## src/rtl/os_dram_bridge_pkg.sv

```systemverilog
// os_dram_bridge_pkg: shared types, DRAM base address and Info_64 byte-order helper.
package os_dram_bridge_pkg;

    typedef enum logic [2:0] {
        S_IDLE,
        S_AR,
        S_R,
        S_AW,
        S_W,
        S_B,
        S_DONE
    } bridge_state_e;

    localparam logic [16:0] DRAM_BASE = 17'h10000;

    // DRAM words are little-endian relative to Info_64, so byte 0 lands in bits [63:56]
    function automatic logic [63:0] byte_swap(input logic [63:0] d);
        logic [63:0] r;
        for (int i = 0; i < 8; i++) r[8*i +: 8] = d[56-8*i +: 8];
        return r;
    endfunction

endpackage

```

## src/rtl/os_dram_bridge.sv

```systemverilog
// os_dram_bridge: turns single-cycle core record requests into sequential AXI4-Lite
// transactions with exactly one request in flight and a one-cycle completion pulse.
module os_dram_bridge
    import os_dram_bridge_pkg::*;
#(
    parameter int                ADDR_W    = 17,
    parameter int                DATA_W    = 64,
    parameter logic [ADDR_W-1:0] BASE_ADDR = ADDR_W'(DRAM_BASE)
) (
    input  logic              clk,
    input  logic              rst_n,
    input  logic              C_in_valid,
    input  logic              C_r_wb,
    input  logic [7:0]        C_addr,
    input  logic [DATA_W-1:0] C_data_w,
    output logic              C_out_valid,
    output logic [DATA_W-1:0] C_data_r,
    output logic              C_resp_err,
    output logic              AR_VALID,
    output logic [ADDR_W-1:0] AR_ADDR,
    input  logic              AR_READY,
    input  logic              R_VALID,
    input  logic [DATA_W-1:0] R_DATA,
    input  logic [1:0]        R_RESP,
    output logic              R_READY,
    output logic              AW_VALID,
    output logic [ADDR_W-1:0] AW_ADDR,
    input  logic              AW_READY,
    output logic              W_VALID,
    output logic [DATA_W-1:0] W_DATA,
    input  logic              W_READY,
    input  logic              B_VALID,
    input  logic [1:0]        B_RESP,
    output logic              B_READY
);

    bridge_state_e     state_q, state_d;
    logic [ADDR_W-1:0] ar_addr_q, ar_addr_d, aw_addr_q, aw_addr_d;
    logic [DATA_W-1:0] w_data_q, w_data_d, data_r_q, data_r_d;
    logic              err_q, err_d;
    logic              ar_valid_q, r_ready_q, aw_valid_q, w_valid_q, b_ready_q, out_valid_q;
    logic [ADDR_W-1:0] rec_addr;

    assign rec_addr = BASE_ADDR + ADDR_W'({C_addr, 3'b000});

    always_comb begin
        state_d   = state_q;
        ar_addr_d = ar_addr_q;
        aw_addr_d = aw_addr_q;
        w_data_d  = w_data_q;
        data_r_d  = data_r_q;
        err_d     = err_q;
        case (state_q)
            S_IDLE: if (C_in_valid) begin
                state_d = C_r_wb ? S_AR : S_AW;
                if (C_r_wb) ar_addr_d = rec_addr;
                else begin
                    aw_addr_d = rec_addr;
                    w_data_d  = byte_swap(C_data_w);
                end
            end
            S_AR:   if (ar_valid_q && AR_READY) state_d = S_R;
            S_R:    if (r_ready_q && R_VALID) begin
                data_r_d = byte_swap(R_DATA);
                err_d    = R_RESP != 2'b00;
                state_d  = S_DONE;
            end
            S_AW:   if (aw_valid_q && AW_READY) state_d = S_W;
            S_W:    if (w_valid_q && W_READY) state_d = S_B;
            S_B:    if (b_ready_q && B_VALID) begin
                err_d   = B_RESP != 2'b00;
                state_d = S_DONE;
            end
            default: state_d = S_IDLE;
        endcase
    end

    // Handshake outputs are registered from the next state so they rise on state entry
    always_ff @(posedge clk or negedge rst_n) begin
        if (!rst_n) begin
            state_q     <= S_IDLE;
            ar_addr_q   <= '0;
            aw_addr_q   <= '0;
            w_data_q    <= '0;
            data_r_q    <= '0;
            err_q       <= 1'b0;
            ar_valid_q  <= 1'b0;
            r_ready_q   <= 1'b0;
            aw_valid_q  <= 1'b0;
            w_valid_q   <= 1'b0;
            b_ready_q   <= 1'b0;
            out_valid_q <= 1'b0;
        end else begin
            state_q     <= state_d;
            ar_addr_q   <= ar_addr_d;
            aw_addr_q   <= aw_addr_d;
            w_data_q    <= w_data_d;
            data_r_q    <= data_r_d;
            err_q       <= err_d;
            ar_valid_q  <= state_d == S_AR;
            r_ready_q   <= state_d == S_R;
            aw_valid_q  <= state_d == S_AW;
            w_valid_q   <= state_d == S_W;
            b_ready_q   <= state_d == S_B;
            out_valid_q <= state_d == S_DONE;
        end
    end

    assign C_out_valid = out_valid_q;
    assign C_data_r    = data_r_q;
    assign C_resp_err  = err_q;
    assign AR_VALID    = ar_valid_q;
    assign AR_ADDR     = ar_addr_q;
    assign R_READY     = r_ready_q;
    assign AW_VALID    = aw_valid_q;
    assign AW_ADDR     = aw_addr_q;
    assign W_VALID     = w_valid_q;
    assign W_DATA      = w_data_q;
    assign B_READY     = b_ready_q;

endmodule

```

## config.mk

```make
export PLATFORM = sky130hd
export DESIGN_NAME = os_dram_bridge
export DESIGN_NICKNAME = d
export VERILOG_FILES = /design/src/rtl/os_dram_bridge_pkg.sv /design/src/rtl/os_dram_bridge.sv
export SDC_FILE = /design/constraint.sdc
export NUM_CORES = 1
export LEC_CHECK = 0
export ABC_AREA = 1
export CORE_MARGIN = 2
export CORE_UTILIZATION = 36
export DETAILED_ROUTE_END_ITERATION = 6
export PLACE_DENSITY = 0.77
export SYNTH_ARGS = -nofsm -noshare
export SYNTH_HDL_FRONTEND = slang
export SYNTH_SLANG_ARGS = --single-unit
```

## constraint.sdc

```tcl
create_clock -name clk -period 1.2 [get_ports clk]
set_input_delay 0.36 -clock clk [delete_from_list [all_inputs] [get_ports clk]]
set_output_delay 0.36 -clock clk [all_outputs]
set_load 0.02 [all_outputs]
```

# After elaboration in Yosys (flattened, before gate mapping)
# Index checks and enable logic that the tools add are counted.
dict set report totals {
  elab_cells 51
  out_inout_bits 169
  ff_bits 172
}
dict set report op_classes {
  mux 11
  bitwise_logic 1
  n_eq_ne 13
  addsub 1
  n_reduce_logical 13
}
# op n
set op_table {}
lappend op_table {{2-to-1 mux 3 bit} 6}
lappend op_table {{one-hot mux 3 bit (6 select lines)} 1}
lappend op_table {{adder 17 x 11 -> 17 bit, first input constant} 1}
lappend op_table {{== test 3 bit, second input constant} 5}
lappend op_table {{== test 3 x 2 -> 1 bit, second input constant} 4}
lappend op_table {{AND reduction 3 bit} 3}
lappend op_table {{== test 3 x 1 -> 1 bit, second input constant} 2}
lappend op_table {{nonzero test 2 bit} 3}
lappend op_table {{logical AND 1 bit} 5}
lappend op_table {{inequality test 2 bit, second input constant} 2}
lappend op_table {{zero test 3 bit} 1}
lappend op_table {{2-to-1 mux 1 bit} 2}
lappend op_table {{2-to-1 mux 2 bit} 1}
lappend op_table {{one-hot mux 1 bit (2 select lines)} 1}
lappend op_table {{AND reduction 2 bit} 1}
lappend op_table {{NOT 1 bit} 1}

# Logic depth before layout (Yosys ltp)
dict set report logic_depth {
  ltp_word 4
  ltp_mapped 8
  ltp_nobuf 7
}

# Worst setup path after synthesis
# OpenSTA, ideal clock, no wires.
dict set report synth_path {
  path_kind {register -> register}
  startpoint {register state_q[2]}
  endpoint {register data_r_q[23], in the netlist C_data_r[23]}
  synth_period_minus_slack_ns 1.274
  path_slack_ns -0.074
  t_required_ns 1.084
  path_stages_with_launch 8
  arrival_time_ns 1.157
  path_cell_list {dfrtp_1 > buf_4 > nor2_4 > nand4_4 > buf_2 > buf_2 > nand2_1 > nand2_1}
}
dict set report synth_between {
  elab_chain_cells 2
}
# element line_no
set synth_rtl {}
lappend synth_rtl {{from (decl)} os_dram_bridge.sv:37} ;# bridge_state_e state_q, state_d;
lappend synth_rtl {{from (signal assigned)} os_dram_bridge.sv:94} ;# state_q <= state_d;
lappend synth_rtl {{== test 3 x 2 -> 1 bit} os_dram_bridge.sv:53} ;# case (state_q)
lappend synth_rtl {{AND reduction 2 bit (no line)} --}
lappend synth_rtl {{to (signal assigned)} os_dram_bridge.sv:98} ;# data_r_q <= data_r_d;
lappend synth_rtl {{to (decl)} os_dram_bridge.sv:39} ;# logic [DATA_W-1:0] w_data_q, w_data_d, data_r_q, data_r_d;
# Every way passes these cells.
# A chain may end at the register's enable or synchronous reset.

# Worst setup path after layout
dict set report layout_path {
  startpoint {register state_q[1]}
  endpoint {register w_data_q[31], in the netlist W_DATA[31]}
}
dict set report layout_between {
  elab_chain_cells 2
}
# element line_no
set layout_rtl {}
lappend layout_rtl {{zero test 3 bit} os_dram_bridge.sv:53}
lappend layout_rtl {{AND reduction 3 bit (no line)} --}
lappend layout_rtl {{to (signal assigned)} os_dram_bridge.sv:97} ;# w_data_q <= w_data_d;
lappend layout_rtl {{to (decl)} os_dram_bridge.sv:39}
# Every way passes these cells.

==> flow_summary_export.csv <==
group,metric,value,unit
floorplanning,initial_core_util,37.08,%
setup_path,critPathLaunchType,"register",
logic_synthesis,synth-simple-area-share,20.30,%
drt,dr.pass1.iters,4,
logic_synthesis,async_reset_ff_share,100.0,%
final_layout,num-nets-final,1240,
final_layout,fin_util,68.05,%
floorplanning,dieArea,18200,µm²
clock_tree,clkSinkCount,156,
logic_synthesis,synth.most_common_cell,"nand2_1",
placement,dp.final_hpwl,12740,µm
floorplanning,ios,318,
pwr,power.density,2665,nW/µm²
timing,setup_viol,308,
final_layout,fin_area,11330,µm²
floorplanning,die_h,134.9,µm
pwr,leakage,0.005974,µW
status,status,"finished, violations left",
timing,fin_crit,1.511,ns
timing,fin_ws,-0.3113,ns
global_routing,grt_overflow,0,
logic_synthesis,synth.avg_cell_area,8.982,µm²
placement,placed_cell_area,9662,µm²
clock_tree,clk_pin_slew,0.06,ns
worst_hold_path,hp-class,"input port to asynchronous set/reset pin",
logic_synthesis,synthXorXnorAreaFrac,0,%
logic_synthesis,synth_top_family_by_area,"simple AND/OR/NAND/NOR gates",
pwr,peakVddDrop,1.323,mV
floorplanning,die_w,134.9,µm
logic_synthesis,synth_seq_cells,156,
drt,dr.max_layer_used,"met4",
global_routing,grt_pass1_vias,5569,
setup_path,required,1.54,ns
setup_path,arrival,1.85,ns
setup_path,rrSetupSlack,-0.31,ns
global_routing,grtUsageTotal,19.87,%
logic_synthesis,ys_types,19,
floorplanning,core_area,16640,µm²
clock_tree,cts_tree,"built",
setup_path,endpoint_kind,"register",
drt,wl,20830,µm
logic_synthesis,synth_edf_count,0,
timing,fin_skew,0.008667,ns
global_routing,grt_pass1_wl,28240,µm
timing,min_period_over_period,125.9,%
logic_synthesis,yosysTopAreaCell,"dfrtp_1",
drt,via_count,6016,
final_layout,layout-drive-gt1-share,31.67,%
logic_synthesis,synth_compound_area_share,6.732,%
clock_tree,root_buffer,"clkbuf_16",
logic_synthesis,synth_commonest_cells,"291 x nand2_1, 156 x dfrtp_1, 78 x inv_1",
clock_tree,htree_levels,4,
logic_synthesis,synth_ff_type,"dfrtp_1",
logic_synthesis,synth_top_cell_area_share,63.26,%
logic_synthesis,netlist_top_cells_area,"dfrtp_1 63%, nand2_1 18%, o21ai_1 5.3%",
clock_tree,cts_buffer_depth,2,
drt,met2WireLength,10370,µm
logic_synthesis,syn_area,6171,µm²
flow_run,max_cap_violations,0,
timing,maxSlewViolCount,0,
final_layout,antenna_cells,0,
timing,fmaxAchievable,661.7,MHz
drt,met3_wirelength,1901,µm
timing,rsz0062_at_grt,"true",
setup_path,reg2reg_from,"state_q[1]$_DFF_PN0_",
setup_path,reg2reg_depth,7,
setup_path,critical_path_class,"register to register",
drt,wl_per_cell,15.75,µm
global_routing,grt_max_degree,106,
logic_synthesis,synthCells,687,
drt,ant_nets,0,
placement,gp_congestion,0.7585,
placement,port_buffers,301,
drt,drtIter0Drc,308,
final_layout,syn_to_final_growth,83.54,%
setup_path,r2r_end,"W_DATA[31]$_DFFE_PN0P_",
setup_path,cp_max_fo,13,
clock_tree,clk_latency,0.41,ns
logic_synthesis,yosysWarnings,0,
clock_tree,numCtsBuffers,17,
drt,drc,0,
drt,avgViaCountPerCell,4.551,
logic_synthesis,yosys.area_share.adder,0,%
global_routing,antenna_found_initial,0,
drt,wl_met1,8091,µm
timing,hold_viol,0,
logic_synthesis,yosysSeqAreaShare,63.26,%
status,violations,"setup timing",
logic_synthesis,synthMuxAreaShare,0,%
floorplanning,rows,47,
flip-flops by register name (all words and copies together), names as in the netlist:
name         count
C_data_r        64
W_DATA          64
AR_ADDR          9
AW_ADDR          9
state_q          3
AR_VALID         1
AW_VALID         1
B_READY          1
C_out_valid      1
C_resp_err       1
R_READY          1
W_VALID          1
report_power, final:
| group | leakage (µW) | switching [µW] | internal, µW |
|---|---|---|---|
| clock network | 0.000255 | 2120 | 2830 |
| registers | 0.00198 | 1910 | 7740 |
| logic | 0.00374 | 7440 | 8150 |
worst max-delay path by stage:
stage	endpoint	from	slack, ns
2_1_floorplan	C_data_r[23]$_DFFE_PN0P_	state_q[1]$_DFF_PN0_	-0.02
3_3_place_gp	W_DATA[47]$_DFFE_PN0P_	C_in_valid	-0.53
3_5_place_dp	W_DATA[51]$_DFFE_PN0P_	C_in_valid	-0.57
4_1_cts	W_DATA[51]$_DFFE_PN0P_	state_q[1]$_DFF_PN0_	-0.25
5_1_grt	W_DATA[31]$_DFFE_PN0P_	state_q[1]$_DFF_PN0_	-0.35
6_report	W_DATA[31]$_DFFE_PN0P_	state_q[1]$_DFF_PN0_	-0.31
routing by layer:
metal  global-route usage, %  vias up
met3                   7.395       33
met5                       0        -
met1                   23.60     2864
met2                   32.68      264
met4                   7.953        0
li1                        -     2855
worst max-delay path: stages, from the launching register on:
cell     delay (ns)
dfrtp_1        0.42
buf_6          0.14
nor2_4         0.17
nand3_4        0.13
buf_12         0.17
buf_8          0.13
buf_12         0.15
o21ai_1        0.13
kinds of logic after synthesis:
family                 count (synthesis)
AO/OA/AOI/OAI                         83
buffers and inverters                129
other                                  1
AND/OR/NAND/NOR                      318
flip-flops                           156
timing repair:
action                                  in CTS  in global routing
buffers inserted                            21                 44
gates cloned                                 0                  9
endpoints found under the hold margin       21                  0
hold buffers                                 1                  0
endpoints found under the setup margin     306                307
pin swaps                                    0                  7
resized for setup                          908                 59
area by class of cell:
type | instances | area (µm²)
Fill cell | 1211 | 5316
Timing Repair Buffer | 417 | 4373
Sequential cell | 156 | 3904
Multi-Input combinational cell | 417 | 1924
Clock buffer | 19 | 432.9
Inverter | 82 | 317.8
Tap cell | 220 | 275.3
Clock inverter | 11 | 98.84
cell usage in the layout (no fill, tap or decap), types with 3 or more instances in the layout:
master / count
nand2_1: 283
buf_6: 157
dfrtp_1: 156
clkdlybuf4s50_1: 147
buf_4: 92
inv_1: 78
o21ai_1: 41
o21ai_2: 26
clkbuf_16: 24
conb_1: 16
o21ai_0: 15
buf_12: 10
nor2_1: 7
nand2_2: 7
nor2_4: 5
nand3_2: 5
nand3_1: 4
clkinv_2: 4
clkinv_4: 3
clkinvlp_4: 3
through the flow:
step | worst slack, ns | TNS (ns) | total power, µW | hold slack, ns | cells
after floorplan | -0.01572 | -0.4903 | 15020 | 0.06441 | 702
after global placement | -0.5285 | -79.22 | 21540 | 0.2763 | 1217
after detailed placement | -0.5720 | -82.96 | 21810 | 0.2802 | 1217
after CTS | -0.2484 | -36.56 | 28320 | 0.3990 | 1269
after global routing | -0.3471 | -58.41 | 31750 | 0.4211 | 1322
final | -0.3113 | -45.32 | 30180 | 0.4071 | 1322
Note: power is estimated with default switching activity, not from simulation.
==> RTL change 1: new RTL, same settings <==
`data_r_q` no longer has a reset.
--- a/src/rtl/os_dram_bridge.sv
+++ b/src/rtl/os_dram_bridge.sv
@@ -84,3 +84,2 @@
             w_data_q    <= '0;
-            data_r_q    <= '0;
             err_q       <= 1'b0;
@@ -97,3 +96,2 @@
             w_data_q    <= w_data_d;
-            data_r_q    <= data_r_d;
             err_q       <= err_d;
@@ -106,2 +104,6 @@
         end
+    end
+
+    always_ff @(posedge clk) begin
+        data_r_q <= data_r_d;
     end
Formal check against the unedited RTL: differs if rst_n is asserted again (counterexample within 4 cycles, from zero or initial values and one cycle with rst_n low); with rst_n held inactive, the same outputs for 4 cycles.
==> RTL change 1 against the unedited design <==
The run still ends with negative setup slack left. Core utilization up 0.67 points. Total power down 20%. Largest power group unchanged. Synthesized area down 7.6%. Design area down 5.0%. Wire length down 4.2%. Sequential cell count unchanged. Setup slack better by 0.094 ns.
==> RTL change 1: results (changes against the unedited design) <==
largest net degree at the start of global routing=54 (-49%); post-CTS setup buffers=20 (-4.8%); sequential power=8.21 mW (-15%); number of fill cells=1099 (-9.2%); DRT Wirelength=19900 um (-4.2%); post-route setup slack=-0.217 ns (+0.0939 ns); cells resized by post-CTS repair=837 (-7.8%); # diodes=2 (+2); met3 routed WL=1730 um (-9.2%); LEAKAGE=5.00 nW (-16%); Placer Congestion=0.803 (+5.9%); Metal-1 WL=6940 um (-14%); Cell variety after synth=22 (+3); met2 usage=0.359 (+0.0319); post-synthesis compound-gate area fraction=0.0176 (-0.0498); Logic inverters=17 (-79%); crit-path max FO=8 (-5); GR Util met3=0.0701 (-0.00384); # setup viols final=306 (-0.65%); pre-CTS setup slack=-0.504 ns (+0.0682 ns); routed wl met2=10600 um (+1.8%); sequential share of cell area=0.393 (+0.0482); Signal buffers=389 (-6.7%); 1st-iter DRT viols=247 (-20%); failing checks=negative setup slack; Pint=15.7 mW (-16%); R2R Path Start=state_q[0]; Synth area leaders=dfrtp_1, edfxtp_1, nand2_1; Worst setup startpoint=state_q[0]; layout cells sized above 1=0.358 (+0.0412); register area share after synthesis=0.741 (+0.108); multi-input logic area=1380 sq um (-28%); wire per inst=17.9 um (+14%); initial antenna violation count=1 (+1); global-route wire length before repair=25600 um (-9.4%); Logic pwr share=0.434 (-0.082); final clock skew=0.00968 ns (+0.00102 ns); Synth Instances=494 (-28%); vias in the first global route=4681 (-16%); Clock-cell share=0.0568 (+0.00980); Finished Core Util=0.687 (+0.00671); placed cells=1025 (-16%); Max IR drop VDD=0.00129 V (-2.4%); Cell Area, Placed=9160 sq um (-5.2%); via count=5009 (-17%); Seq pwr share=0.338 (+0.018); crit path DAT=1.55 ns (-0.30 ns); status=finished, violations left; clock buffer count=17 (-2)
[RTL change 1: cell count changes after synthesis, sizes merged, moves of 2 or more]
cell,unedited run,this run
nor2,12,20
o21ai,83,20
or2,0,2
edfxtp,0,64
buf,43,26
inv,82,17
nand2,291,232
dfrtp,156,92
nand3,10,8
clkbuf,4,7
[RTL change 1: worst paths after layout]
path | end | slack, ns | cells past startpoint
setup / recovery | C_data_r[33] | -0.22 | 6
hold / removal | W_DATA[2] | 0.34 | 2
setup reg to reg | C_data_r[33] | -0.22 | 6
hold reg to reg | W_DATA[30] | 0.50 | 2
max in group asynchronous | AR_ADDR[10] | 0.33 | 3
min in group clk | W_DATA[14] | 0.46 | 3
[RTL change 1: worst register-to-register path, delay by kind of cell (launching register included)]
family	cells	cell delay [ns]
simple gates	2	0.20
buf+inv	4	0.52
flops	1	0.41
==> RTL change 2: new RTL, same settings <==
Made on the original files. Change the parameter `ADDR_W` from 17 to 34.
--- a/src/rtl/os_dram_bridge.sv
+++ b/src/rtl/os_dram_bridge.sv
@@ -5,3 +5,3 @@
 #(
-    parameter int                ADDR_W    = 17,
+    parameter int                ADDR_W    = 34,
     parameter int                DATA_W    = 64,
Interface: changed (resized AR_ADDR and AW_ADDR); port bits go from 318 to 352. No check against the original RTL was run, so the function may have changed too.
==> RTL change 2 against the unedited design <==
The run still ends with negative setup slack left. Synthesized cell count increased by 4.9%. Count of clock-buffer cells in the layout increased by 1. Setup slack better by 0.032 ns. Total power rose by 6.5%. Core utilization increased by 1.8 points. Design area up 7.0%. Synthesized area increased by 4.3%. Wire length is 12% higher. Sequential cell count did not move. Critical path type unchanged. Critical endpoint is now W_DATA[34]. Highest routed layer unchanged.
==> RTL change 2: results (changes against the unedited design) <==
#MultiIn Comb=451 (+8.2%); layout cells sized above 1=0.356 (+0.0398); DP Wirelength=13400 um (+5.2%); Clock-cell share=0.0480 (+0.00107); Logic inverters=83 (+1.2%); vias in the first global route=6171 (+11%); status=finished, violations left; Cell variety after synth=17 (-2); Pwr Density=2650 nW/um^2 (-0.47%); Clk pwr share=0.168 (+0.004); number of fill cells=1218 (+0.58%); average cell area after synthesis=8.92 sq um (-0.64%); post-route setup TNS=-40.52 ns (+4.80 ns); post-route cell area=12100 sq um (+7.0%); Die Area=19000 sq um (+4.1%); most frequent cells after synthesis=nand2_1, dfrtp_1, inv_1; non-filler cells, final=1392 (+5.3%); sw frac=0.383 (+0.00290); Cell Area, Placed=9810 sq um (+1.5%); largest net degree at the start of global routing=36 (-66%); multi-input logic area=2220 sq um (+15%); GRT Resource Usage Total=0.208 (+0.00917); register area share after synthesis=0.607 (-0.0260); sequential share of cell area=0.322 (-0.0224); global-route wire length before repair=30100 um (+6.6%); # setup viols final=308 (unchanged); failing checks=negative setup slack; Max IR drop VDD=0.00168 V (+27%); Data buffer area share=0.396 (+0.00991); FFs & Latches=156 (unchanged); Adder-Cell Fraction of Synth Area=0 (unchanged); Metal-1 WL=8190 um (+1.2%); GR Util met3=0.0865 (+0.0125); vias per cell=4.58 (+0.65%); mux cell area share after synthesis=0 (unchanged); post-route setup slack=-0.280 ns (+0.0315 ns); Synth area leaders=dfrtp_1, nand2_1, buf_4; Power Combinational=17.1 mW (+9.6%); crit path DAT=1.83 ns (-0.02 ns); Placer Congestion=0.787 (+3.8%); post-synthesis compound-gate area fraction=0.0653 (-0.00198); placed cells=1260 (+3.5%); DRT Wirelength=23400 um (+12%); clock buffer count=20 (+1); Critical Path Max Stage Delay=0.39 ns (-0.03 ns); Signal buffers=445 (+6.7%); met3 routed WL=2290 um (+20%); clock insertion delay at the later pin of the skew report=0.43 ns (+0.02 ns); crit-path max FO=12 (-1); GR Util met1=0.210 (-0.0257)
RTL change 2: what timing repair did:
item | 4_1_cts | 5_1_grt
pin swaps | 4 | 4
hold buffers | 1 | 0
cloned | 8 | 10
endpoints found under the setup margin | 305 | 308
resized for setup | 975 | 74
buffers inserted | 36 | 45
endpoints found under the hold margin | 23 | 0
RTL change 2: cell families (layout without fill, tap and decap cells):
| family | Yosys count | count (layout) |
|---|---|---|
| other cells | 1 | 50 |
| flops | 156 | 156 |
| compound gates | 84 | 84 |
| simple gates | 317 | 317 |
| buf+inv | 163 | 560 |
RTL change 2: path summary, 6_finish.rpt:
path / from / end / slack, ns / cells after the start
max: state_q[1] / W_DATA[34] / -0.28 / 7
min: rst_n / W_DATA[6] / 0.40 / 2
max reg2reg: state_q[1] / W_DATA[34] / -0.28 / 7
min reg2reg: AR_ADDR[16] / AR_ADDR[16] / 0.49 / 2
max in group asynchronous: rst_n / state_q[0] / 0.30 / 3
min in group clk: R_DATA[7] / C_data_r[63] / 0.47 / 3
